**config.mk**
```make
export PLATFORM = sky130hd
export DESIGN_NAME = mdu_ctrl_flat
export DESIGN_NICKNAME = d
export VERILOG_FILES = /design/src/rtl/mdu_ctrl_pkg.sv /design/src/rtl/mdu_ctrl_if.sv /design/src/rtl/mdu_iter_core.sv /design/src/rtl/mdu_ctrl.sv /design/src/flat_wrapper.sv
export SDC_FILE = /design/constraint.sdc
export NUM_CORES = 1
export LEC_CHECK = 0
export BUFFER_PORTS_ARGS = -buffer_cell sky130_fd_sc_hd__buf_2
export CELL_PAD_IN_SITES_DETAIL_PLACEMENT = 0
export CELL_PAD_IN_SITES_GLOBAL_PLACEMENT = 1
export CORE_MARGIN = 8
export CORE_UTILIZATION = 42
export DETAILED_ROUTE_END_ITERATION = 10
export PLACE_DENSITY = 0.75
export SYNTH_ARGS = -nofsm -noshare
export SYNTH_HDL_FRONTEND = slang
export SYNTH_SLANG_ARGS = --single-unit
```
**constraint.sdc**
```tcl
create_clock -name clk -period 5.15 [get_ports clk]
set_input_delay 0.2575 -clock clk [delete_from_list [all_inputs] [get_ports clk]]
set_output_delay 0.2575 -clock clk [all_outputs]
set_load 0.05 [all_outputs]
```
**src/rtl/mdu_ctrl_pkg.sv**
```systemverilog
// Shared definitions for the multiply/divide sequencer.
// Latency: n/a (types and constants only).
// Backpressure: n/a.
package mdu_ctrl_pkg;

    // req_op is one-hot {mult, multu, div, divu}
    localparam int MDU_OP_W = 4;
    localparam int OP_MULT  = 3;
    localparam int OP_MULTU = 2;
    localparam int OP_DIV   = 1;
    localparam int OP_DIVU  = 0;

    typedef enum logic [1:0] {
        MDU_IDLE = 2'd0,
        MDU_BUSY = 2'd1,
        MDU_DONE = 2'd2
    } mdu_state_t;

endpackage

```
**src/rtl/mdu_ctrl_if.sv**
```systemverilog
// EX-stage <-> multiply/divide unit bundle: request, operands, stall and hi/lo result.
// Latency: n/a (wires only).
// Backpressure: ex_hold from the pipeline, stallreq_for_ex towards IF..EX.
// master = EX stage side, slave = mdu_ctrl.
interface mdu_ctrl_if #(
    parameter int WIDTH = 32
);
    import mdu_ctrl_pkg::*;

    logic                req_valid;
    logic [MDU_OP_W-1:0] req_op;
    logic [WIDTH-1:0]    src_a;
    logic [WIDTH-1:0]    src_b;
    logic                flush;
    logic                ex_hold;
    logic                stallreq_for_ex;
    logic                busy;
    logic                hilo_we;
    logic [WIDTH-1:0]    hi_out;
    logic [WIDTH-1:0]    lo_out;

    modport master (
        output req_valid, req_op, src_a, src_b, flush, ex_hold,
        input  stallreq_for_ex, busy, hilo_we, hi_out, lo_out
    );

    modport slave (
        input  req_valid, req_op, src_a, src_b, flush, ex_hold,
        output stallreq_for_ex, busy, hilo_we, hi_out, lo_out
    );

endinterface

```
**src/rtl/mdu_iter_core.sv**
```systemverilog
// One radix-2 step: shift-add multiply or restoring shift-subtract divide.
// Latency: combinational.
// Backpressure: none; the caller decides when to register acc_nxt.
// Ports: is_div selects divide; acc = {upper, lower} working register;
//        operand = multiplicand (mult) or divisor (div); acc_nxt = stepped value.
module mdu_iter_core
    import mdu_ctrl_pkg::*;
#(
    parameter int WIDTH = 32
) (
    input  logic                 is_div,
    input  logic [2*WIDTH-1:0]   acc,
    input  logic [WIDTH-1:0]     operand,
    output logic [2*WIDTH-1:0]   acc_nxt
);

    logic [WIDTH:0] sum;
    logic [WIDTH:0] rem_sh;
    logic [WIDTH:0] trial;

    always_comb begin
        // multiply: acc = {partial product, multiplier}; add when LSB set, keep carry, shift right
        sum    = {1'b0, acc[2*WIDTH-1:WIDTH]} + (acc[0] ? {1'b0, operand} : '0);
        // divide: acc = {remainder, dividend/quotient}; shift left one bit into remainder
        rem_sh = acc[2*WIDTH-1:WIDTH-1];
        trial  = rem_sh - {1'b0, operand};
        if (is_div) begin
            if (trial[WIDTH]) begin
                acc_nxt = {rem_sh[WIDTH-1:0], acc[WIDTH-2:0], 1'b0};
            end else begin
                acc_nxt = {trial[WIDTH-1:0], acc[WIDTH-2:0], 1'b1};
            end
        end else begin
            acc_nxt = {sum, acc[WIDTH-1:1]};
        end
    end

endmodule

```
**src/rtl/mdu_ctrl.sv**
```systemverilog
// Sequencer for MULT/MULTU/DIV/DIVU: latches |a|,|b|, iterates ITER cycles, sign-fixes into hi/lo.
// Latency: accept at T, result registered entering DONE at T+ITER+1; stall asserted T..T+ITER.
// Backpressure: ex_hold keeps DONE (and hilo_we) held; flush aborts to IDLE from any state.
// Ports: clk, resetn (async active-low), bus (slave side of mdu_ctrl_if).
module mdu_ctrl
    import mdu_ctrl_pkg::*;
#(
    parameter int WIDTH = 32,
    parameter int ITER  = WIDTH
) (
    input  logic       clk,
    input  logic       resetn,
    mdu_ctrl_if.slave  bus
);

    localparam int            CW   = (ITER > 1) ? $clog2(ITER) : 1;
    localparam logic [CW-1:0] LAST = CW'(ITER - 1);

    mdu_state_t          state, state_nxt;
    logic [CW-1:0]       count;
    logic [2*WIDTH-1:0]  acc, acc_nxt, prod;
    logic [WIDTH-1:0]    operand, dividend;
    logic [WIDTH-1:0]    hi_q, lo_q, hi_fix, lo_fix;
    logic                is_div, neg_lo, neg_hi, div0;
    logic                op_ok, start, last_iter;
    logic                sgn, op_div, a_neg, b_neg;
    logic [WIDTH-1:0]    mag_a, mag_b;
    logic                stall, busy_o, we_o;

    assign op_ok     = $onehot(bus.req_op);
    assign start     = bus.req_valid && !bus.flush && op_ok;
    assign last_iter = (count == LAST);

    assign sgn    = bus.req_op[OP_MULT] | bus.req_op[OP_DIV];
    assign op_div = bus.req_op[OP_DIV]  | bus.req_op[OP_DIVU];
    assign a_neg  = sgn & bus.src_a[WIDTH-1];
    assign b_neg  = sgn & bus.src_b[WIDTH-1];
    // most-negative input negates to itself, which is the correct unsigned magnitude
    assign mag_a  = a_neg ? -bus.src_a : bus.src_a;
    assign mag_b  = b_neg ? -bus.src_b : bus.src_b;

    mdu_iter_core #(.WIDTH(WIDTH)) u_iter (
        .is_div  (is_div),
        .acc     (acc),
        .operand (operand),
        .acc_nxt (acc_nxt)
    );

    // sign fix applied to the final step so results land in hi/lo on entering DONE
    always_comb begin
        prod   = neg_lo ? -acc_nxt : acc_nxt;
        hi_fix = prod[2*WIDTH-1:WIDTH];
        lo_fix = prod[WIDTH-1:0];
        if (is_div) begin
            if (div0) begin
                lo_fix = '1;
                hi_fix = dividend;
            end else begin
                lo_fix = neg_lo ? -acc_nxt[WIDTH-1:0]       : acc_nxt[WIDTH-1:0];
                hi_fix = neg_hi ? -acc_nxt[2*WIDTH-1:WIDTH] : acc_nxt[2*WIDTH-1:WIDTH];
            end
        end
    end

    always_ff @(posedge clk or negedge resetn) begin
        if (!resetn) begin
            state <= MDU_IDLE;
        end else begin
            state <= state_nxt;
        end
    end

    always_comb begin
        state_nxt = state;
        stall     = 1'b0;
        busy_o    = (state != MDU_IDLE);
        we_o      = 1'b0;
        case (state)
            MDU_IDLE: begin
                // malformed op encodings are ignored: no start, no stall
                stall = bus.req_valid && op_ok && !bus.flush;
                if (start) state_nxt = MDU_BUSY;
            end
            MDU_BUSY: begin
                stall = bus.req_valid && !bus.flush;
                if (bus.flush)      state_nxt = MDU_IDLE;
                else if (last_iter) state_nxt = MDU_DONE;
            end
            MDU_DONE: begin
                we_o = !bus.flush;
                if (bus.flush || !bus.ex_hold) state_nxt = MDU_IDLE;
            end
            default: state_nxt = MDU_IDLE;
        endcase
        // keep the pipeline free while reset is asserted
        if (!resetn) stall = 1'b0;
    end

    always_ff @(posedge clk or negedge resetn) begin
        if (!resetn) begin
            count    <= '0;
            acc      <= '0;
            operand  <= '0;
            dividend <= '0;
            is_div   <= 1'b0;
            div0     <= 1'b0;
            neg_lo   <= 1'b0;
            neg_hi   <= 1'b0;
            hi_q     <= '0;
            lo_q     <= '0;
        end else begin
            case (state)
                MDU_IDLE: begin
                    if (start) begin
                        acc      <= {{WIDTH{1'b0}}, (op_div ? mag_a : mag_b)};
                        operand  <= op_div ? mag_b : mag_a;
                        dividend <= bus.src_a;
                        is_div   <= op_div;
                        div0     <= op_div && (bus.src_b == '0);
                        neg_lo   <= a_neg ^ b_neg;
                        neg_hi   <= op_div ? a_neg : (a_neg ^ b_neg);
                        count    <= '0;
                    end
                end
                MDU_BUSY: begin
                    acc   <= acc_nxt;
                    count <= count + 1'b1;
                    if (last_iter && !bus.flush) begin
                        hi_q <= hi_fix;
                        lo_q <= lo_fix;
                    end
                end
                default: ;
            endcase
        end
    end

    assign bus.stallreq_for_ex = stall;
    assign bus.busy            = busy_o;
    assign bus.hilo_we         = we_o;
    assign bus.hi_out          = hi_q;
    assign bus.lo_out          = lo_q;

endmodule

```
**src/flat_wrapper.sv**
```systemverilog
// flat-port wrapper written by rule: the top's interface ports become plain ports
module mdu_ctrl_flat import mdu_ctrl_pkg::*;
#(
    parameter int WIDTH = 32,
    parameter int ITER  = WIDTH
)
  (clk, resetn, bus_req_valid, bus_req_op, bus_src_a, bus_src_b, bus_flush, bus_ex_hold, bus_stallreq_for_ex, bus_busy, bus_hilo_we, bus_hi_out, bus_lo_out);
  mdu_ctrl_if #(.WIDTH(WIDTH)) bus_i ();
  input  logic clk;
  input  logic resetn;
  input wire logic [$bits(bus_i.req_valid)-1:0] bus_req_valid;
  input wire logic [$bits(bus_i.req_op)-1:0] bus_req_op;
  input wire logic [$bits(bus_i.src_a)-1:0] bus_src_a;
  input wire logic [$bits(bus_i.src_b)-1:0] bus_src_b;
  input wire logic [$bits(bus_i.flush)-1:0] bus_flush;
  input wire logic [$bits(bus_i.ex_hold)-1:0] bus_ex_hold;
  output wire logic [$bits(bus_i.stallreq_for_ex)-1:0] bus_stallreq_for_ex;
  output wire logic [$bits(bus_i.busy)-1:0] bus_busy;
  output wire logic [$bits(bus_i.hilo_we)-1:0] bus_hilo_we;
  output wire logic [$bits(bus_i.hi_out)-1:0] bus_hi_out;
  output wire logic [$bits(bus_i.lo_out)-1:0] bus_lo_out;
  assign bus_i.req_valid = bus_req_valid;
  assign bus_i.req_op = bus_req_op;
  assign bus_i.src_a = bus_src_a;
  assign bus_i.src_b = bus_src_b;
  assign bus_i.flush = bus_flush;
  assign bus_i.ex_hold = bus_ex_hold;
  assign bus_stallreq_for_ex = bus_i.stallreq_for_ex;
  assign bus_busy = bus_i.busy;
  assign bus_hilo_we = bus_i.hilo_we;
  assign bus_hi_out = bus_i.hi_out;
  assign bus_lo_out = bus_i.lo_out;
  mdu_ctrl #(.WIDTH(WIDTH), .ITER(ITER)) u_core (.clk(clk), .resetn(resetn), .bus(bus_i));
endmodule
```
==> impl_metrics.csv, run 1 <==
group,metric,value,unit
outcome,status,"completed",
critical_path,critPathTopFamily,"compound AO/OA/AOI/OAI gates",
clocking,clkTransAtPathRegs,0.06,ns
critical_path,worst-setup-path-type,"register to register",
critical_path,r2r_start,"u_core.acc[31]",
timing,worstMarginPinSlew,1.15,ns
critical_path,crit_slowest_cell,"o41ai_1",
synth,ys_ff_latch,203,
critical_path,rrSetupSlack,0.16,ns
synth,post-synth-top-area-cell,"dfrtp_1",
critical_path,startpoint_type,"register",
final_layout,syn_to_final_growth,14.9,%
die,start_util,42.5,%
critical_path,reg2reg_to,"u_core.bus.hi_out[23]",
synth,yosysWarnings,0,
worst_hold_path,hold-path-cell-count,3,
final_layout,mostFrequentLayoutCells,"376 x nand2_1, 220 x o21ai_0, 202 x dfrtp_1, 146 x nor2_1, 138 x buf_2",
timing,worst_slack,0.163,ns
routing,dr.pass1.iters,5,
die,io_pins,140,
synth,synth_compound_area_share,26.9,%
clocking,clk_latency,0.57,ns
placed_design,pre_cts_ws,0.172,ns
power,power.density,814,nW/µm²
synth,seq_area_frac_synth,28.6,%
worst_hold_path,hp-class,"input port to register",
clocking,cts_buffers,26,
synth,synth.area.top_cells,"dfrtp_1 29%, nand2_1 7.9%, o21ai_0 6.2%, xnor2_1 5.5%, ha_1 5.2%",
timing,finalHoldViolCount,0,
grt,grt_max_degree,120,
timing,max_freq,0.201,GHz
clocking,clk_path_buf_depth,3,
synth,synthFlopType,"dfrtp_1",
routing,drtAntennaViolNets,0,
timing,clock_skew,0.0122,ns
synth,synthArstFlopShare,100,%
clocking,tritoncts,"yes",
grt,grt_use_total,30.5,%
clocking,clkSinkCount,203,
routing,routed_via_density,6.19,
grt,grt_pass1_vias,17914,
critical_path,reg2reg_depth,19,
synth,avgSynthCellArea,7.83,µm²
final_layout,final_net_count,2556,
placed_design,numPortBuffers,139,
synth,synthMuxAreaShare,3.05,%
critical_path,required,5.60,ns
synth,synth_xor_xnor_area_share,9.41,%
synth,synthesis.area,17800,µm²
critical_path,slowest_delay,0.67,ns
final_layout,drive_above_1_share,14.9,%
timing,tns,0,ns
grt,grt_pass1_wl,116000,µm
timing,min_period,4.99,ns
synth,synth_adder_area_share,5.55,%
critical_path,cp_max_fo,16,
power,leakagePower,8.86,nW
synth,synthDominantCellAreaShare,28.6,%
timing,maxSlewViolCount,0,
routing,drt-initial-drc-count,1506,
synth,synth-edff-count,0,
power,ir_drop,0.332,mV
synth,yosysUniqueCellTypes,94,
critical_path,cp_num_buf_inv,4,
job,cap_violations,0,
routing,wl,77900,µm
timing,fin_crit_sh,96.8,%
die,fp.dieW,222,µm
synth,synth_top_family_by_area,"compound AO/OA/AOI/OAI gates",
grt,overflow,0,
timing,setup_viol,0,
routing,wl_per_cell,26.3,µm
clocking,root_buffer,"clkbuf_16",
worst_hold_path,hold_end,"u_core.dividend[6]",
synth,syn_inst,2269,
die,die_h,222,µm
placed_design,dp_hpwl,60100,µm
clocking,ctsHtreeMaxLevel,1,
grt,grt_antenna_before_repair,1,
timing,slew_headroom,23.3,%
die,dieArea,49100,µm²
critical_path,crit_path_end_kind,"register",
critical_path,path_cells,"inv_1 > ha_1 > inv_1 > fa_1 > a211oi_2 > buf_4 > o211ai_2 > nand2_2 > a211oi_4 > o21a_1 > nor2_2 > buf_4 > mux2i_1 > a41o_1 > nand2_1 > o41ai_1 > xnor2_1 > a21oi_1 > o31a_1",
synth,synth-simple-area-share,21.7,%
critical_path,cp.arrival,5.44,ns
die,fp.coreArea,41900,µm²
placed_design,gp_congestion,0.963,
synth,synth_fp_nets,2419,
final_layout,final_common_cell,"nand2_1",
timing,timing.hold.ws,0.0190,ns
routing,vias,18348,
routing,drc,0,
die,rows,75,
worst_hold_path,hold_path.startpoint,"bus_src_a[6]",
## metrics by stage
| stage | instance area (µm²) | instances | utilization, % | power (W) |
|---|---|---|---|---|
| after detailed placement | 19300 | 2898 | 46.2 | 0.0144 |
| after CTS | 20300 | 2960 | 48.5 | 0.0163 |
| final | 20400 | 2964 | 48.8 | 0.0166 |
| after global routing | 20400 | 2963 | 48.8 | 0.0176 |
| after global placement | 19300 | 2898 | 46.2 | 0.0144 |
| after floorplan | 17800 | 2269 | - | 0.0104 |
## worst reg2reg max path, stage by stage, from the launching register on
cell      delay (ns)
dfrtp_1         0.38
inv_1           0.08
ha_1            0.15
inv_1           0.05
fa_1            0.44
a211oi_2        0.23
buf_4           0.16
o211ai_2        0.08
nand2_2         0.14
a211oi_4        0.11
o21a_1          0.27
nor2_2          0.16
buf_4           0.29
mux2i_1         0.49
a41o_1          0.43
nand2_1         0.27
o41ai_1         0.67
xnor2_1         0.22
a21oi_1         0.10
o31a_1          0.14
## cell usage after synthesis (all sizes together), types with 9 or more instances
library cell	instances
a211oi	17
a21o	21
a21oi	142
a31o	9
a31oi	33
and2	51
and3	14
buf	39
clkbuf	101
dfrtp	203
ha	74
inv	67
mux2	9
mux2i	44
nand2	379
nand2b	16
nand3	71
nand3b	10
nand4	25
nor2	150
nor2b	14
nor3	29
nor3b	9
nor4	12
o211ai	48
o21a	12
o21ai	239
o221ai	30
o22a	32
o31ai	31
o41ai	13
or2	11
or3	13
or4	12
xnor2	111
xor2	80
## timing repair
| item | CTS | global route |
|---|---|---|
| gates resized for setup | 0 | 13 |
| endpoints found under the hold margin | 99 | 0 |
| setup buffers | 0 | 3 |
| setup endpoints to repair | 0 | 14 |
| hold buffers | 16 | 0 |
## worst max path at each step
stage                      start  slack, ns                     to  depth (start not counted)
4_1_cts        u_core.operand[0]       0.13  u_core.bus.hi_out[30]                         23
5_1_grt           u_core.acc[31]     -0.007  u_core.bus.hi_out[28]                         25
3_3_place_gp   u_core.operand[0]       0.28  u_core.bus.hi_out[30]                         23
3_5_place_dp   u_core.operand[0]       0.17  u_core.bus.hi_out[30]                         23
2_1_floorplan     u_core.acc[31]       0.27  u_core.bus.hi_out[22]                         24
6_report          u_core.acc[31]       0.16  u_core.bus.hi_out[23]                         19
## kinds of logic after synthesis
group,count (synthesis)
AND/OR/NAND/NOR,824
AO/OA/AOI/OAI,713
buffers and inverters,208
flip-flops,203
XOR/XNOR,191
adder cells (fa/ha/maj),77
multiplexers,53
## report_power, final
group / switching [W] / total [W] / internal (W)
clock network: 0.000780 / 0.00184 / 0.00107
logic: 0.00777 / 0.0121 / 0.00430
registers: 0.000574 / 0.00270 / 0.00213
total: 0.00912 / 0.0166 / 0.00750
## area by class of cell
| cell class | count | area [µm²] |
|---|---|---|
| antenna | 1 | 2.50 |
| clock buffer | 40 | 763 |
| clock inverter | 6 | 71.3 |
| fill | 4200 | 21400 |
| inverter | 68 | 255 |
| multi-input combinational | 1858 | 11900 |
| sequential | 203 | 5080 |
| tap | 539 | 674 |
| timing repair buffer | 249 | 1610 |
## registers in the layout, summed over array words and instances (netlist names)
name               cells
u_core.neg_lo          1
u_core.count           5
u_core.bus.lo_out     32
u_core.is_div          1
u_core.dividend       32
u_core.div0            1
u_core.bus.hi_out     32
u_core.neg_hi          1
u_core.acc            64
u_core.state           2
u_core.operand        32
## per-layer routing
| metal | track usage [%] | wire (µm) | vias up |
|---|---|---|---|
| li1 | - | - | 8439 |
| met2 | 51.4 | 36700 | 714 |
| met1 | 37.4 | 31700 | 9022 |
| met3 | 4.09 | 4640 | 173 |
| met4 | 17.3 | 4920 | 0 |
| met5 | 0 | 0 | - |
Power figures use the tool's default switching activity.
==> run 2, diff against run 1 <==
--- a/config.mk
+++ b/config.mk
@@ -5,11 +5,13 @@
 export SDC_FILE = /design/constraint.sdc
 export NUM_CORES = 1
 export LEC_CHECK = 0
+export ABC_AREA = 1
 export BUFFER_PORTS_ARGS = -buffer_cell sky130_fd_sc_hd__buf_2
 export CELL_PAD_IN_SITES_DETAIL_PLACEMENT = 0
 export CELL_PAD_IN_SITES_GLOBAL_PLACEMENT = 1
 export CORE_MARGIN = 8
-export CORE_UTILIZATION = 42
+export CORE_UTILIZATION = 39
+export CTS_CLUSTER_DIAMETER = 40
 export DETAILED_ROUTE_END_ITERATION = 10
 export PLACE_DENSITY = 0.75
 export SYNTH_ARGS = -nofsm -noshare
==> impl_metrics.csv, run 2 <==
group,metric,value,unit
outcome,status,"completed",
worst_hold_path,hp-class,"input port to register",
grt,grt_pass1_wl,136000,µm
grt,grt_pass1_vias,21576,
die,rows,81,
clocking,clk_latency,0.60,ns
final_layout,mostFrequentLayoutCells,"1021 x nand2_1, 479 x inv_1, 329 x nor2_1, 233 x nand3_1, 200 x dfrtp_1",
timing,max_freq,0.210,GHz
timing,maxSlewViolCount,0,
placed_design,numPortBuffers,139,
final_layout,final_common_cell,"nand2_1",
routing,routed_via_density,5.56,
timing,fin_crit_sh,92.3,%
critical_path,rrSetupSlack,0.40,ns
routing,dr.pass1.iters,6,
grt,overflow,0,
routing,wl_per_cell,23.1,µm
routing,wl_met3,7840,µm
routing,drc,0,
die,start_util,39.5,%
synth,yosysUniqueCellTypes,59,
critical_path,required,5.64,ns
critical_path,worst-setup-path-type,"register to register",
placed_design,pre_cts_ws,0.490,ns
synth,synthFlopType,"dfrtp_1",
timing,clock_skew,0.0582,ns
synth,synthesis.area,19400,µm²
power,total_power,0.0192,W
synth,avgSynthCellArea,6.06,µm²
worst_hold_path,hold-path-cell-count,3,
critical_path,cp-endpoint,"u_core.bus.hi_out[18]",
critical_path,cp.arrival,5.24,ns
clocking,clkSinkCount,203,
timing,tns,0,ns
synth,synthDominantCellAreaShare,26.2,%
critical_path,startpoint_type,"register",
final_layout,final-seq-area,5090,µm²
die,fp.coreArea,49100,µm²
grt,grt_max_degree,133,
clocking,cts_buffers,46,
final_layout,final_net_count,3503,
synth,synthArstFlopShare,100,%
final_layout,top_register,"u_core.acc",
final_layout,syn_to_final_growth,17.1,%
critical_path,r2r_start,"u_core.acc[31]",
timing,min_period,4.75,ns
critical_path,crit_start,"u_core.acc[31]",
placed_design,dpl-instance-area,20900,µm²
final_layout,stdcell_area,22700,µm²
synth,seq_area_frac_synth,26.2,%
grt,grt_antenna_before_repair,2,
die,dieArea,57100,µm²
clocking,root_buffer,"clkbuf_16",
critical_path,reg2reg_depth,31,
timing,setup_viol,0,
clocking,clk_path_buf_depth,3,
synth,ys_top_cells_by_count,"1021 x nand2_1, 480 x inv_1, 331 x nor2_1",
final_layout,drive_above_1_share,10.9,%
die,fp.dieW,239,µm
critical_path,crit_path_end_kind,"register",
synth,yosysWarnings,0,
clocking,ctsHtreeMaxLevel,2,
critical_path,slowest_delay,0.43,ns
worst_hold_path,hold_path.startpoint,"bus_src_a[10]",
routing,met2WireLength,41700,µm
routing,wl_met1,37700,µm
timing,rsz0062_at_grt,"false",
final_layout,multi_input_area,12000,µm²
routing,wl,93500,µm
placed_design,gp_congestion,1.03,
placed_design,dp_hpwl,73900,µm
routing,top_layer_used,"met4",
critical_path,crit_top_cell,"nand2_1",
critical_path,reg2reg_to,"u_core.bus.hi_out[18]",
clocking,clkTransAtPathRegs,0.06,ns
critical_path,crit_slowest_cell,"fa_1",
routing,vias,22541,
synth,ys_ff_latch,203,
timing,finalHoldViolCount,0,
synth,post-synth-top-area-cell,"dfrtp_1",
die,io_pins,140,
job,cap_violations,0,
final_layout,fillers,5279,
final_layout,antenna_cells,0,
routing,drtAntennaViolNets,0,
power,leakagePower,12.3,nW
power,power.density,844,nW/µm²
power,ir_drop,0.426,mV
synth,syn_inst,3199,
clocking,tritoncts,"yes",
synth,synth_fp_nets,3349,
synth,synth.area.top_cells,"dfrtp_1 26%, nand2_1 20%, inv_1 9.3%, nor2_1 6.4%, nand3_1 6.0%",
timing,slew_headroom,20.2,%
synth,synth-edff-count,0,
routing,drt-initial-drc-count,2495,
final_layout,largest_register_ffs,64,
timing,worstMarginPinSlew,1.19,ns
critical_path,cp_max_fo,6,
grt,grt_use_total,31.9,%
die,die_h,239,µm
timing,worst_slack,0.399,ns
synth,yosysMostFrequentCell,"nand2_1",
-- run 2: changes by cell type in the layout (fill, tap and decap cells not counted), sizes merged, moves of 44 or more --
cell and change:
nand2 +671, inv +429, nor2 +196, nand3 +173
xnor2 -94, and2 -47, o22ai +47, mux2i -44
-- run 2: routing by layer --
metal  vias up  track usage [%]
met5         -                0
met4         0             18.7
met3       259             6.11
met2      1145             50.8
met1     10609             40.0
li1      10528                -
-- run 2: worst min path at each step --
stage / slack, ns / to
6_report: 0.02 / u_core.dividend[10]
3_5_place_dp: 0.35 / u_core.bus.lo_out[12]
2_1_floorplan: -0.04 / u_core.acc[0]
5_1_grt: 0.02 / u_core.dividend[10]
4_1_cts: 0.0001 / u_core.dividend[18]
3_3_place_gp: 0.35 / u_core.bus.lo_out[12]
-- run 2: power breakdown --
part | switching (W) | internal, W | total [W]
clock | 0.00110 | 0.00209 | 0.00318
combinational | 0.00942 | 0.00381 | 0.0132
sequential | 0.000645 | 0.00211 | 0.00276
-- run 2: layout make-up --
type | count | area share, %
Clock buffer | 56 | 5.46
Clock inverter | 28 | 1.83
Inverter | 494 | 8.17
Multi-Input combinational cell | 2395 | 52.7
Sequential cell | 203 | 22.4
Tap cell | 664 | 3.66
Timing Repair Buffer | 213 | 5.78
-- run 2: cell families after synthesis --
group / Yosys count / share of synthesized area (%)
AO/OA/AOI/OAI: 476 / 14.2
XOR/XNOR: 93 / 4.20
adder cells (fa/ha/maj): 77 / 5.09
buffers and inverters: 601 / 12.2
flip-flops: 203 / 26.2
AND/OR/NAND/NOR: 1749 / 38.0
-- run 2: through the flow --
step	hold slack, ns	utilization (%)	cells
2_1_floorplan	-0.0381	-	3199
3_3_place_gp	0.354	42.6	3953
3_5_place_dp	0.347	42.6	3953
4_1_cts	0.000123	46.3	4053
5_1_grt	0.0190	46.3	4053
6_report	0.0151	46.3	4053
-- run 2: repair_timing --
| action | 4_1_cts | 5_1_grt |
|---|---|---|
| endpoints found under the hold margin | 85 | 0 |
| setup buffers | 0 | 0 |
| gates resized for setup | 0 | 2 |
| setup endpoints to repair | 0 | 3 |
| hold buffers | 16 | 0 |
-- run 2: critical path, delay by kind of cell, from the launching register on --
| kind | cells | cell delay, ns |
|---|---|---|
| AO/OA/AOI/OAI | 1 | 0.12 |
| adder cells (fa/ha/maj) | 3 | 0.75 |
| buffers and inverters | 4 | 0.32 |
| flip-flops | 1 | 0.41 |
| AND/OR/NAND/NOR | 23 | 3.05 |
==> run 3, diff against run 2 <==
==> constraint.sdc (replaced) <==
create_clock -name clk -period 5.15 [get_ports clk]
set_input_delay 0.7725 -clock clk [delete_from_list [all_inputs] [get_ports clk]]
set_output_delay 0.7725 -clock clk [all_outputs]
set_load 0.05 [all_outputs]
==> impl_metrics.csv, run 3 (synthesis gave the netlist of run 2 again) <==
group,metric,value,unit
routing,routed_via_density,5.54,
timing,fin_crit_sh,91.1,%
critical_path,slowest_delay,0.43,ns
routing,wl,96800,µm
critical_path,crit_slowest_cell,"fa_1",
final_layout,mostFrequentLayoutCells,"1020 x nand2_1, 479 x inv_1, 329 x nor2_1, 233 x nand3_1, 199 x dfrtp_1",
timing,maxSlewViolCount,0,
final_layout,final_common_cell,"nand2_1",
die,io_pins,140,
die,fp.dieW,239,µm
critical_path,rrSetupSlack,0.46,ns
final_layout,top_register,"u_core.acc",
critical_path,required,5.64,ns
critical_path,startpoint_type,"register",
grt,grt_antenna_before_repair,3,
clocking,ctsHtreeMaxLevel,2,
timing,worstMarginPinSlew,1.08,ns
clocking,clk_path_buf_depth,3,
critical_path,crit_path_end_kind,"register",
die,fp.coreArea,49100,µm²
critical_path,worst-setup-path-type,"register to register",
final_layout,largest_register_ffs,64,
timing,slew_headroom,27.0,%
clocking,cts_buffers,49,
routing,drt-initial-drc-count,2281,
clocking,root_buffer,"clkbuf_16",
grt,grt_use_total,33.1,%
clocking,postCtsHoldBufs,0,
die,start_util,39.5,%
power,power.density,861,nW/µm²
critical_path,cp_max_fo,6,
routing,vias,22404,
job,cap_violations,0,
timing,worst_slack,0.459,ns
die,rows,81,
timing,rsz0062_at_grt,"false",
die,dieArea,57100,µm²
clocking,clk_latency,0.60,ns
grt,overflow,0,
timing,min_period,4.69,ns
timing,setup_viol,0,
power,leakagePower,12.3,nW
die,die_h,239,µm
final_layout,final_net_count,3493,
timing,max_freq,0.213,GHz
placed_design,pre_cts_ws,0.490,ns
placed_design,gp_congestion,1.04,
clocking,tritoncts,"yes",
grt,grt_max_degree,124,
placed_design,dp_hpwl,77100,µm
final_layout,syn_to_final_growth,16.8,%
grt,grt_pass1_wl,141000,µm
worst_hold_path,hp-class,"input port to async pin",
timing,clock_skew,0.0270,ns
routing,drc,0,
routing,wl_per_cell,23.9,µm
clocking,clkSinkCount,203,
clocking,clkTransAtPathRegs,0.05,ns
critical_path,cp.arrival,5.18,ns
critical_path,reg2reg_depth,33,
critical_path,r2r_start,"u_core.acc[31]",
final_layout,antenna_cells,0,
critical_path,reg2reg_to,"u_core.bus.hi_out[30]",
timing,finalHoldViolCount,0,
routing,dr.pass1.iters,6,
grt,grt_pass1_vias,21451,
outcome,status,"completed",
critical_path,crit_top_cell,"nand2_1",
power,ir_drop,0.450,mV
placed_design,numPortBuffers,139,
timing,tns,0,ns
final_layout,drive_above_1_share,11.2,%
final_layout,fillers,5290,
routing,drtAntennaViolNets,0,
run 3: cell count changes in the layout (fill, tap and decap cells not counted), sizes merged:
cell / before / now
buf: 196 / 199
dlygate4sd3: 16 / 0
bufinv: 7 / 6
clkbuf: 57 / 61
clkinv: 15 / 17
inv: 496 / 497
run 3: routing by layer:
| layer | GRT usage [%] | part of all wire [%] | vias up | routed length (µm) |
|---|---|---|---|---|
| met5 | 0 | 0.030 | - | 29 |
| met4 | 19.6 | 6.6 | 4 | 6390 |
| met3 | 5.97 | 7.9 | 237 | 7630 |
| met2 | 52.3 | 44 | 1056 | 42900 |
| met1 | 42.1 | 41 | 10593 | 39900 |
| li1 | - | - | 10514 | - |
run 3: area by class of cell:
type / count / area (µm²) / area share [%]
clock buffer: 60 / 1330 / 5.86
clock inverter: 30 / 383 / 1.69
inverter: 494 / 1850 / 8.19
multi-input combinational: 2395 / 12000 / 52.9
sequential: 203 / 5090 / 22.5
tap: 664 / 831 / 3.67
timing repair buffer: 200 / 1170 / 5.19
run 3: critical path: cells and delay by family, from the launching register on:
kind	cells	cell delay (ns)
fa+ha+maj	3	0.74
simple gates	26	3.09
buf+inv	4	0.32
flops	1	0.40
run 3: worst max-delay path by stage:
| stage | start | to | slack (ns) | cells after the start |
|---|---|---|---|---|
| after floorplan | bus_req_op[0] | bus_stallreq_for_ex | 0.24 | 11 |
| after global routing | u_core.acc[31] | u_core.bus.hi_out[18] | 0.02 | 31 |
| after global placement | u_core.acc[31] | u_core.bus.hi_out[30] | 0.55 | 33 |
| after detailed placement | u_core.acc[31] | u_core.bus.hi_out[18] | 0.49 | 31 |
| after CTS | u_core.acc[31] | u_core.bus.hi_out[18] | 0.46 | 31 |
| final | u_core.acc[31] | u_core.bus.hi_out[30] | 0.46 | 33 |
run 3: repair_timing:
action,in CTS,in global routing
buffers inserted,0,0
resized for setup,0,4
setup endpoints to repair,0,9
run 3: where the power goes:
group | switching, W | internal [W]
Clock | 0.00113 | 0.00215
Combinational | 0.00968 | 0.00378
Sequential | 0.000629 | 0.00211
run 3: metrics by stage:
stage                     std cells  instance area (µm²)  utilization (%)  total power, W  hold slack, ns
final                          4046                22600             46.1          0.0195           0.137
after global routing           4046                22600             46.1          0.0208           0.152
after CTS                      4046                22600             46.1          0.0192           0.145
after floorplan                3199                19400                -          0.0111           0.448
after global placement         3956                20900             42.6          0.0158           0.458
after detailed placement       3956                20900             42.6          0.0158           0.464
